==> config.mk <==
export PLATFORM = sky130hd
export DESIGN_NAME = murax_jtag_driver
export DESIGN_NICKNAME = d
export VERILOG_FILES = /design/src/rtl/murax_jtag_driver.sv
export SDC_FILE = /design/constraint.sdc
export NUM_CORES = 1
export LEC_CHECK = 0
export ABC_AREA = 1
export CORE_MARGIN = 1.5
export CORE_UTILIZATION = 30
export CTS_CLUSTER_SIZE = 16
export DETAILED_ROUTE_END_ITERATION = 16
export SLEW_MARGIN = 20
export SYNTH_ARGS = -nofsm -noshare
export SYNTH_HDL_FRONTEND = slang
export SYNTH_SLANG_ARGS = --single-unit
==> constraint.sdc <==
create_clock -name io_mainClk -period 3.2 [get_ports io_mainClk]
set_clock_uncertainty 0.05 [all_clocks]
set_input_delay 0.8 -clock io_mainClk [delete_from_list [all_inputs] [get_ports io_mainClk]]
set_output_delay 0.8 -clock io_mainClk [all_outputs]
set_load 0.02 [all_outputs]
==> src/rtl/murax_jtag_driver.sv <==
// JTAG master for the Murax debug TAP.
// Turns single commands (TAP reset, IR scan, DR scan) into TCK/TMS/TDI
// activity and returns the TDO bits captured while shifting, LSB first.
// TCK is produced from the main clock: CLK_DIV cycles low, then CLK_DIV
// cycles high. TMS/TDI change only when TCK goes low, and TDO is sampled
// on the main-clock edge where TCK rises.
module murax_jtag_driver #(
  parameter int CLK_DIV = 4,
  parameter int DATA_W  = 64,
  parameter int LEN_W   = 7
) (
  input  logic              io_mainClk,
  input  logic              io_asyncResetn,
  input  logic              io_cmd_valid,
  output logic              io_cmd_ready,
  input  logic [1:0]        io_cmd_kind,
  input  logic [LEN_W-1:0]  io_cmd_len,
  input  logic [DATA_W-1:0] io_cmd_data,
  output logic              io_rsp_valid,
  output logic              io_rsp_error,
  output logic [DATA_W-1:0] io_rsp_data,
  output logic              io_busy,
  output logic              io_jtag_tck,
  output logic              io_jtag_tms,
  output logic              io_jtag_tdi,
  input  logic              io_jtag_tdo
);
  localparam int CW = $clog2(2*CLK_DIV) + 1;
  localparam int IW = (DATA_W > 1) ? $clog2(DATA_W) : 1;

  localparam logic [2:0] S_IDLE     = 3'd0;
  localparam logic [2:0] S_RESETSEQ = 3'd1;
  localparam logic [2:0] S_SELECT   = 3'd2;
  localparam logic [2:0] S_SHIFT    = 3'd3;
  localparam logic [2:0] S_EXIT     = 3'd4;
  localparam logic [2:0] S_DONE     = 3'd5;
  localparam logic [2:0] S_RESP     = 3'd6;

  localparam logic [1:0] K_RESET = 2'd0;
  localparam logic [1:0] K_IR    = 2'd1;
  localparam logic [1:0] K_BAD   = 2'd3;

  localparam logic [CW-1:0]    CNT_RISE = CW'(CLK_DIV - 1);
  localparam logic [CW-1:0]    CNT_LAST = CW'(2*CLK_DIV - 1);
  localparam logic [LEN_W-1:0] LEN_MAX  = LEN_W'(DATA_W);
  localparam logic [LEN_W-1:0] ONE      = LEN_W'(1);
  localparam logic [LEN_W-1:0] RST_LAST = LEN_W'(5);
  localparam logic [LEN_W-1:0] SDR_LAST = LEN_W'(2);
  localparam logic [LEN_W-1:0] SIR_LAST = LEN_W'(3);

  logic [2:0]        state, nxt_state;
  logic [LEN_W-1:0]  step, nxt_step;
  logic [CW-1:0]     cnt;
  logic [1:0]        kind_q;
  logic [LEN_W-1:0]  len_q;
  logic [DATA_W-1:0] data_q, cap;
  logic              err_q, synced, set_sync;
  logic              nxt_tms, nxt_tdi;
  logic              cmd_bad, is_ir;
  logic [LEN_W-1:0]  sel_last, sh_last;

  assign io_cmd_ready = (state == S_IDLE);
  assign io_busy      = (state != S_IDLE);

  // A scan length of zero or beyond the data bus is rejected; kind 0 ignores len.
  assign cmd_bad = (io_cmd_kind == K_BAD) ||
                   ((io_cmd_kind != K_RESET) &&
                    ((io_cmd_len == '0) || (io_cmd_len > LEN_MAX)));

  assign is_ir    = (kind_q == K_IR);
  assign sel_last = is_ir ? SIR_LAST : SDR_LAST;
  assign sh_last  = len_q - ONE;

  // Next TAP-walk position and the TMS/TDI it needs, applied when a TCK period ends.
  always_comb begin
    nxt_state = state;
    nxt_step  = step + ONE;
    set_sync  = 1'b0;
    case (state)
      S_RESETSEQ: if (step == RST_LAST) begin
        set_sync  = 1'b1;
        nxt_step  = '0;
        nxt_state = (kind_q == K_RESET) ? S_DONE : S_SELECT;
      end
      S_SELECT: if (step == sel_last) begin
        nxt_step  = '0;
        nxt_state = S_SHIFT;
      end
      S_SHIFT: if (step == sh_last) begin
        nxt_step  = '0;
        nxt_state = S_EXIT;
      end
      S_EXIT: if (step == ONE) begin
        nxt_step  = '0;
        nxt_state = S_DONE;
      end
      default: nxt_step = step;
    endcase

    nxt_tms = io_jtag_tms;
    nxt_tdi = 1'b0;
    case (nxt_state)
      S_RESETSEQ: nxt_tms = (nxt_step != RST_LAST);
      S_SELECT:   nxt_tms = (nxt_step == '0) || (is_ir && (nxt_step == ONE));
      S_SHIFT: begin
        nxt_tms = (nxt_step == sh_last);
        nxt_tdi = data_q[nxt_step[IW-1:0]];
      end
      S_EXIT:     nxt_tms = (nxt_step == '0);
      default:    nxt_tms = io_jtag_tms;
    endcase
  end

  // Command acceptance, TCK generation, TDO capture and the completion pulse.
  always_ff @(posedge io_mainClk or negedge io_asyncResetn) begin
    if (!io_asyncResetn) begin
      state        <= S_IDLE;
      step         <= '0;
      cnt          <= '0;
      kind_q       <= '0;
      len_q        <= '0;
      data_q       <= '0;
      cap          <= '0;
      err_q        <= 1'b0;
      synced       <= 1'b0;
      io_jtag_tck  <= 1'b0;
      io_jtag_tms  <= 1'b1;
      io_jtag_tdi  <= 1'b0;
      io_rsp_valid <= 1'b0;
      io_rsp_error <= 1'b0;
      io_rsp_data  <= '0;
    end else begin
      io_rsp_valid <= 1'b0;
      io_rsp_error <= 1'b0;
      case (state)
        S_IDLE: if (io_cmd_valid) begin
          kind_q      <= io_cmd_kind;
          len_q       <= io_cmd_len;
          data_q      <= io_cmd_data;
          cap         <= '0;
          step        <= '0;
          cnt         <= '0;
          io_jtag_tck <= 1'b0;
          io_jtag_tdi <= 1'b0;
          // First TMS of both RESETSEQ and SELECT is 1.
          io_jtag_tms <= 1'b1;
          err_q       <= cmd_bad;
          if (cmd_bad)
            state <= S_DONE;
          else if ((io_cmd_kind == K_RESET) || !synced)
            state <= S_RESETSEQ;
          else
            state <= S_SELECT;
        end
        S_RESETSEQ, S_SELECT, S_SHIFT, S_EXIT: begin
          if (cnt == CNT_RISE) begin
            io_jtag_tck <= 1'b1;
            cnt         <= cnt + CW'(1);
            if (state == S_SHIFT) cap[step[IW-1:0]] <= io_jtag_tdo;
          end else if (cnt == CNT_LAST) begin
            io_jtag_tck <= 1'b0;
            cnt         <= '0;
            state       <= nxt_state;
            step        <= nxt_step;
            io_jtag_tms <= nxt_tms;
            io_jtag_tdi <= nxt_tdi;
            if (set_sync) synced <= 1'b1;
          end else begin
            cnt <= cnt + CW'(1);
          end
        end
        S_DONE: begin
          io_rsp_valid <= 1'b1;
          io_rsp_error <= err_q;
          if (!err_q) io_rsp_data <= cap;
          state <= S_RESP;
        end
        default: state <= S_IDLE;
      endcase
    end
  end
endmodule

# == Yosys cells after proc, flatten, opt, wreduce, memory -nomap -nowiden ==
# Cells that the tools add are included.
# totals
input_bits,77
output_inout_bits,71
word_cells,129
register_bits,222
# op_classes
n_eq_ne,27
n_bitwise,2
reduce_logical,26
add_sub_neg,3
order_cmp,4
mux,52
# op_table
cell,count
two-way mux 64 bit,3
one-hot mux 64 bit (2 select lines),1
bitwise mux 64 bit,1
two-way mux 7 bit,7
one-hot mux 7 bit (4 select lines),1
two-way mux 3 bit,9
two-way mux 1 bit,16
"equality test 7 x 1 -> 1 bit, second input constant",2
equality test 7 bit,2
zero test 7 bit,2
"< comparator 6 x 7 -> 1 bit, second input constant",2
one-hot mux 7 bit (2 select lines),1
"equality test 3 x 2 -> 1 bit, second input constant",4
two-way mux 4 bit,3
one-hot mux 3 bit (4 select lines),1
AND reduction 4 bit,3
"!= test 2 bit, second input constant",5
"equality test 3 bit, second input constant",3
one-hot mux 3 bit (3 select lines),1
one-hot mux 4 bit (2 select lines),1
"adder 7 x 1 -> 7 bit, second input constant",1
equality test 7 x 2 -> 1 bit,1
"equality test 7 x 3 -> 1 bit, second input constant",1
"greater-than comparator 7 bit, second input constant",1
28 further kinds,42

# == Depth between registers and ports, before layout ==
# Gate-level depths: netlist of run 1.
# logic_depth
depth_word,12
depth_mapped,26

# == Least setup slack after synthesis of run 1 ==
# OpenSTA, ideal clock, no wires.
# synth_path
path_type,flip-flop to flip-flop
start,reg len_q[0]
end,reg io_jtag_tdi
setup_time_ps,117
path_buffers,2
t_required_ps,3033
path_stages_with_launch,22
arrival_ps,2278
synth_period_minus_slack_ps,2445
slack_ps,755
cell_sequence,dfrtp_1 inv_2 ha_1 buf_2 nand3_1 nand2_1 nand2_1 nand2_1 nand2_1 nor2_1 nand2_1 nand2_2 nand3_4 clkbuf_1 nand3_1 nand3_1 a21oi_1 nor2_1 nand2_1 nand3_1 nand3_1 nand2_1
# synth_via
elab_chain_len,10
elab_cells_between_ends,13
cone_classes,1 x add/sub; 2 x eq/ne; 10 x mux
# synth_lines
element,line,text
start: declaration,55,logic [LEN_W-1:0] len_q;
start signal: assignment,138,len_q <= io_cmd_len;
subtractor 7 x 1 -> 7 bit *,72,assign sh_last = len_q - ONE;
equality test 7 bit *,89,S_SHIFT: if (step == sh_last) begin
two-way mux 7 bit,89,
one-hot mux 7 bit (4 select lines),79,case (state)
binary-select mux 1 bit (select 6 bit),107,nxt_tdi = data_q[nxt_step[IW-1:0]];
two-way mux 1 bit (implied by the code),107,
two-way mux 1 bit *,102,case (nxt_state)
two-way mux 1 bit *,160,end else if (cnt == CNT_LAST) begin
two-way mux 1 bit *,156,if (cnt == CNT_RISE) begin
one-hot mux 1 bit (2 select lines) *,135,case (state)
end signal: assignment,166,io_jtag_tdi <= nxt_tdi;
end: declaration,25,"output logic io_jtag_tdi,"
# Every way passes the cells marked *; elsewhere a longest branch is shown, timed or not. The select of a mux whose other input is x is not followed.
# A chain may end at the register's enable or synchronous reset.

# == Worst setup path after layout of run 1 ==
# layout_path
start,reg state[2]
end,out io_busy
# layout_via
elab_chain_len,1
# layout_lines
element,line,text
start: declaration,51,"logic [2:0] state, nxt_state;"
start signal: assignment,163,state <= nxt_state;
nonzero test 3 bit,63,assign io_busy = (state != S_IDLE);
end: declaration,22,"output logic io_busy,"
# Every way passes these cells.

==> parameters.txt, run 1 <==
Parameter                              Value

Run status
  Result of the run    completed

Die
  Total die area    36200 um^2
  Ports    148
  Horizontal die dimension    190 um
  Die boundary height    190 um
  Core area    34500 um^2
  Standard-cell rows    68
  Initial Util    0.304

Synthesis
  Fraction of registers with async set/reset    1.00
  Ranking of synthesized cells by area    dfrtp_1 (53%), nand2_1 (14%), mux2_2 (6.9%), o21ai_0 (5.1%), nand3_1 (4.5%)
  Number of synthesized flops with an enable pin    0
  Synthesis-stage register bit count    222
  Sequential element share of the synthesized area    0.528
  Mean instance size in the synthesized netlist    8.66 um^2
  Synthesis warning total    0
  Synth Flop Type    dfrtp_1
  Library cells used by synthesis    41
  Number of nets produced by synthesis    1295
  Mapped Area    10500 um^2
  Share of the synthesized area in the top cell type    0.526
  Cell count after synthesis    1214
  Cell type with the largest total area after synthesis    dfrtp_1

Min path
  Type of the worst min-delay path    input port to async pin

Clock tree
  Cells resized by post-CTS repair    2
  Number of sinks driven by the clock tree    222
  Number of buffers inserted to repair setup after CTS    0
  Clk Latency, worst-skew pair    0.53 ns
  Register clock-pin slew on the reported worst setup and hold paths    0.06 ns
  Post-cts hold buffer count    0
  Clk buf depth    3
  TritonCTS buffer count    26
  Clock tree from TritonCTS    built
  CTS H-Tree Depth    1
  Root cell of the clock tree    clkbuf_16

Final layout
  Commonest non-fill, non-tap cell in the layout    nand2_1
  Fraction of final layout cells sized beyond drive strength 1    0.123
  Non-Filler Instances    1830
  Layout area overhead    28.5%
  Number of nets at the end of the flow    1437
  Leading cell types in the layout, fill and taps excluded    nand2_1 (379), dfrtp_1 (220), clkdlybuf4s50_1 (144)
  Design Area, Final    13500 um^2

Timing
  Actual transition at the worst max-transition pin    0.834 ns
  Max_slew headroom    0.444
  Final period utilization    0.946
  Final number of max-transition violations    0
  Unrepaired setup endpoints after global routing    false
  Highest clock rate    0.330 GHz
  Final setup TNS    0 ns
  Final hold violation count    0
  Min Clock Period, post-route    3.03 ns
  Final setup violating endpoints    0

Routing
  Number of detailed-route iterations in the first pass    8
  Number of remaining DRC errors    0
  DRC violation total after the first TritonRoute iteration    685
  Final ANT Viol Nets    0
  Detail-routed via count per cell    4.74
  Total via count in the routed design    8666
  Total routed wirelength    28000 um
  Post-DR wirelength/cell    15.3 um

Global routing
  Sum of overflow across all layers after global routing    0
  Largest net degree at the start of global routing    66
  Via count of the first global-routing pass    8476
  Initial antenna violation count    2
  First-pass GRT wire length    45900 um
  Overall global routing resource usage    0.157

Power and ir drop
  P_leak    6.22 nW
  Highest ir drop seen on vdd    0.000601 V
  Power per unit of standard cell area    821 nW/um^2

Setup path
  Startpoint Class    flip-flop
  Required time worst endpoint    2.35 ns
  WS Path Type    flip-flop to output pin
  RR Startpoint    step[1]
  Worst setup startpoint    state[2]
  Worst EP arrival    2.18 ns
  Critical path capture point type    output pin
  CP max FO    9

Placement
  Number of buffer cells added on primary ports    147
  Final weighted congestion of routability-driven global placement    0.912
  Standard cell area after detailed placement    12600 um^2
  Number of cells after detailed placement    1783
  HPWL after detailed placement    20000 um

Flow run
  Count of maximum capacitance violations    0
-- state kept, by name, summed over array words and instances (netlist names), 2 cells and up --
| signal | cells |
|---|---|
| kind_q | 2 |
| len_q | 7 |
| cap | 64 |
| io_rsp_data | 64 |
| data_q | 64 |
| step | 7 |
| state | 3 |
| cnt | 4 |
-- final timing paths --
path	end	depth (start not counted)	slack [ns]
min in group io_mainClk	data_q[22]	2	0.42
max reg2reg	io_jtag_tdi	16	0.33
max in group asynchronous	io_jtag_tms	2	2.22
min	io_rsp_data[44]	1	0.16
min reg2reg	data_q[22]	2	0.42
max	io_busy	7	0.17
-- worst max-delay path, stage by stage (launching register included) --
cell and delay [ns]:
dfrtp_1 0.45, nor3_2 0.22, inv_1 0.12, nand3_2 0.19
nor2_1 0.07, buf_4 0.15, inv_2 0.11, dlygate4sd2_1 0.35
-- logic make-up (layout without fill, tap and decap cells) --
| family | count (synthesis) | count (layout) | share of synthesized area |
|---|---|---|---|
| AND/OR/NAND/NOR | 588 | 588 | 0.235 |
| flip-flops | 222 | 222 | 0.528 |
| AO/OA/AOI/OAI | 176 | 176 | 0.0961 |
| buffers and inverters | 146 | 306 | 0.0553 |
| multiplexers | 64 | 64 | 0.0685 |
| XOR/XNOR | 14 | 14 | 0.0117 |
| adder cells (fa/ha/maj) | 4 | 4 | 0.00476 |
| other | 0 | 1 | 0 |
-- synth_stat cells, drive strengths merged (2+ instances only) --
cell and n:
buf 17, o31ai 34, nand2 386, nand3b 2, mux2 64, dfrtp 221, nor3 17, nand4 12
xor2 13, ha 4, inv 88, o22ai 11, a21oi 11, nand3 98, o211ai 3, o21ai 112
or2 5, nor2 64, nor4 3, clkbuf 40
-- final cells by class --
type	count	area, um^2
antenna	1	2.50
clock buffer	33	727
clock inverter	13	206
fill	3555	21000
inverter	89	334
multi-input combinational	846	4410
sequential	222	5560
tap	455	569
timing repair buffer	171	1700
-- through the flow --
| step | power (mW) | setup WS, ns | utilization | hold WS [ns] |
|---|---|---|---|---|
| after global routing | 11.9 | 0.0272 | 0.391 | 0.193 |
| after CTS | 11.2 | 0.103 | 0.390 | 0.173 |
| after detailed placement | 7.93 | 0.369 | 0.363 | 0.409 |
| after floorplan | 6.73 | 0.755 | - | 0.378 |
| final | 11.1 | 0.174 | 0.391 | 0.161 |
| after global placement | 7.87 | 0.428 | 0.363 | 0.397 |
-- power breakdown --
part	switching (mW)	internal, mW	leakage (nW)
Sequential	0.311	3.34	2.97
Clock	1.17	2.00	0.456
Combinational	2.84	1.43	2.80
-- routing by layer --
| layer | part of all wire | wire (um) | global-route usage |
|---|---|---|---|
| met3 | 0.051 | 1430 | 0.0247 |
| met2 | 0.44 | 12400 | 0.249 |
| met1 | 0.47 | 13200 | 0.221 |
| met5 | 0.00046 | 13 | 0 |
| met4 | 0.032 | 885 | 0.0491 |
(Power assumes the default switching activity.)
==> run 2, diff against run 1 <==
--- a/config.mk
+++ b/config.mk
@@ -7,9 +7,10 @@
 export LEC_CHECK = 0
 export ABC_AREA = 1
 export CORE_MARGIN = 1.5
-export CORE_UTILIZATION = 30
+export CORE_UTILIZATION = 50
 export CTS_CLUSTER_SIZE = 16
 export DETAILED_ROUTE_END_ITERATION = 16
+export PLACE_DENSITY = 0.74
 export SLEW_MARGIN = 20
 export SYNTH_ARGS = -nofsm -noshare
 export SYNTH_HDL_FRONTEND = slang
==> run 2 against run 1 <==
Final cell count fell by 9.9%. Wire length fell by 5.9%. Non-clock buffer count rose by 7. Sequential power barely moved. Clock-buffer cell count rose by 3. Die area fell by 39%. Clock power fell by 7.6%. Setup slack got worse by 0.060 ns. Worst hold slack improved by 0.025 ns. Largest power group unchanged.
==> parameters.txt, run 2 (same netlist as run 1, synthesis figures left out) <==
Parameter                              Value

Setup path
  Critical path capture point type    output pin
  CP max FO    7 (-2)
  Required time worst endpoint    2.35 ns (about the same)
  Startpoint Class    flip-flop
  Worst EP arrival    2.24 ns (+0.06 ns)
  Length in cells of the worst reg-to-reg path    23 (+7)
  WS Path Type    flip-flop to output pin

Final layout
  Area taken by flip-flops and latches    5560 um^2 (about the same)
  Number of filler cells placed in the layout    1738 (-51%)
  Fraction of final layout cells sized beyond drive strength 1    0.123 (+0.000279)
  Layout area overhead    26.0%
  N_diodes    0 (-1)
  Core occupancy in the finished layout    0.648 (+0.257)
  Area used by multi-input combinational logic    4410 um^2 (about the same)
  Leading cell types in the layout, fill and taps excluded    nand2_1 (380), dfrtp_1 (221), clkdlybuf4s50_1 (146)
  Non-Filler Instances    1649 (-9.9%)
  Number of nets at the end of the flow    1442 (+0.35%)
  Commonest non-fill, non-tap cell in the layout    nand2_1
  Biggest registers after layout    cap (64), data_q (64), io_rsp_data (64)

Clock tree
  Clk Latency, worst-skew pair    0.52 ns (about the same)
  Register clock-pin slew on the reported worst setup and hold paths    0.06 ns (about the same)
  Clock tree from TritonCTS    built
  CTS H-Tree Depth    1 (unchanged)
  Root cell of the clock tree    clkbuf_16
  Number of sinks driven by the clock tree    222 (unchanged)
  Clk buf depth    3 (unchanged)
  TritonCTS buffer count    24 (-7.7%)

Timing
  Setup ws final    0.114 ns (-0.0600 ns)
  Final hold violation count    0 (unchanged)
  Actual transition at the worst max-transition pin    0.840 ns (+0.00681 ns)
  Unrepaired setup endpoints after global routing    false
  Final setup violating endpoints    0 (unchanged)
  Min Clock Period, post-route    3.09 ns (+0.0600 ns)
  Final setup TNS    0 ns (unchanged)
  Max_slew headroom    0.440 (-0.00454)
  Final number of max-transition violations    0 (unchanged)
  Highest clock rate    0.324 GHz (-1.9%)
  Hold Worst Slack    0.186 ns (+0.0249 ns)
  Final period utilization    0.964 (+0.0187)

Global routing
  Largest net degree at the start of global routing    103 (+56%)
  Via count of the first global-routing pass    8657 (+2.1%)
  First-pass GRT wire length    43600 um (-4.9%)
  Sum of overflow across all layers after global routing    0 (unchanged)
  Overall global routing resource usage    0.247 (+0.0894)
  Initial antenna violation count    0 (-2)

Power and ir drop
  Clock power frac    0.268 (-0.018)
  Highest ir drop seen on vdd    0.000417 V (-31%)
  P_leak    6.21 nW (-0.14%)
  Power Internal    6.68 mW (-1.4%)
  Share of power burned in combinational logic    0.397 (+0.013)
  Net switching component of the power    4.27 mW (-1.2%)
  Net Sw Frac    0.390 (+0.000453)
  Power per unit of standard cell area    826 nW/um^2 (+0.65%)
  Part of the total power dissipated in sequential elements    0.335 (+0.005)

Placement
  Number of cells after detailed placement    1602 (-10%)
  HPWL after detailed placement    18200 um (-8.8%)
  Post-placement worst setup slack    0.251 ns (-0.118 ns)
  Final weighted congestion of routability-driven global placement    0.911 (about the same)
  Number of buffer cells added on primary ports    147 (unchanged)

Routing
  DRC violation total after the first TritonRoute iteration    504 (-26%)
  Number of detailed-route iterations in the first pass    5 (-3)
  Number of remaining DRC errors    0 (unchanged)
  Post-DR wirelength/cell    16.0 um (+4.5%)
  Final ANT Viol Nets    0 (unchanged)
  Total routed wirelength    26400 um (-5.9%)
  Total via count in the routed design    8925 (+3.0%)
  Detail-routed via count per cell    5.41 (+14%)

Min path
  Type of the worst min-delay path    input port to async pin

Die
  Core area    20400 um^2 (-41%)
  Die boundary height    148 um (-22%)
  Total die area    21900 um^2 (-39%)
  Standard-cell rows    52 (-24%)
  Initial Util    0.515 (+0.210)
  Horizontal die dimension    148 um (-22%)
  Ports    148 (unchanged)

Flow run
  Count of maximum capacitance violations    0 (unchanged)

Run status
  Result of the run    completed
-- run 2: changes by cell type in the layout (fill, tap and decap cells not counted), sizes merged, moves of 2 or more --
cell	before	now
bufinv	5	3
buf	25	32
clkinv	7	4
clkbuf	33	36
dlygate4sd2	2	0
clkdlybuf4s50	144	146
-- run 2: layer usage --
layer / up-vias / track usage / wire (um)
li1: 4311 / - / -
met1: 4235 / 0.324 / 11200
met2: 324 / 0.424 / 13000
met3: 55 / 0.0336 / 1430
met4: 0 / 0.0787 / 722
met5: - / 0 / 0
-- run 2: per-stage QoR --
| step | power (mW) | cell area (um^2) |
|---|---|---|
| 6_report | 10.9 | 13200 |
| 5_1_grt | 11.7 | 13200 |
| 3_5_place_dp | 7.89 | 12300 |
| 2_1_floorplan | 6.73 | 10500 |
| 4_1_cts | 10.9 | 13200 |
| 3_3_place_gp | 7.81 | 12300 |
-- run 2: critical path: stages, from the launching register on --
cell and delay, ns:
dfrtp_1 0.47, inv_1 0.10, nor3_2 0.14, inv_1 0.11
nand3_2 0.08, nor2_2 0.07, inv_2 0.13, clkdlybuf4s50_1 0.61
-- run 2: power by group through the flow --
stage	clock network, mW	registers (mW)	logic, mW
2_1_floorplan	0	3.62	3.11
3_3_place_gp	0	3.68	4.12
3_5_place_dp	0	3.70	4.19
4_1_cts	2.97	3.66	4.23
5_1_grt	3.09	3.72	4.91
6_report	2.93	3.66	4.35
-- run 2: what timing repair did --
| item | in CTS | in global routing |
|---|---|---|
| hold buffers | 0 | 0 |
| resized for setup | 0 | 6 |
| endpoints found under the setup margin | 0 | 4 |
| buffers inserted | 0 | 3 |
-- run 2: cell type report --
cell class / instances / area share
Sequential cell: 222 / 0.419
Multi-Input combinational cell: 846 / 0.333
Clock buffer: 36 / 0.0556
Timing Repair Buffer: 178 / 0.132
Inverter: 89 / 0.0254
Clock inverter: 8 / 0.00916
Tap cell: 270 / 0.0255
-- run 2: final timing paths --
kind | from | endpoint | slack (ns)
hold reg to reg | data_q[46] | data_q[46] | 0.42
max in group asynchronous | io_asyncResetn | io_rsp_data[19] | 2.14
hold / removal | io_asyncResetn | io_rsp_data[16] | 0.19
min in group io_mainClk | data_q[46] | data_q[46] | 0.42
setup / recovery | state[1] | io_busy | 0.11
setup reg to reg | len_q[0] | io_jtag_tdi | 0.32
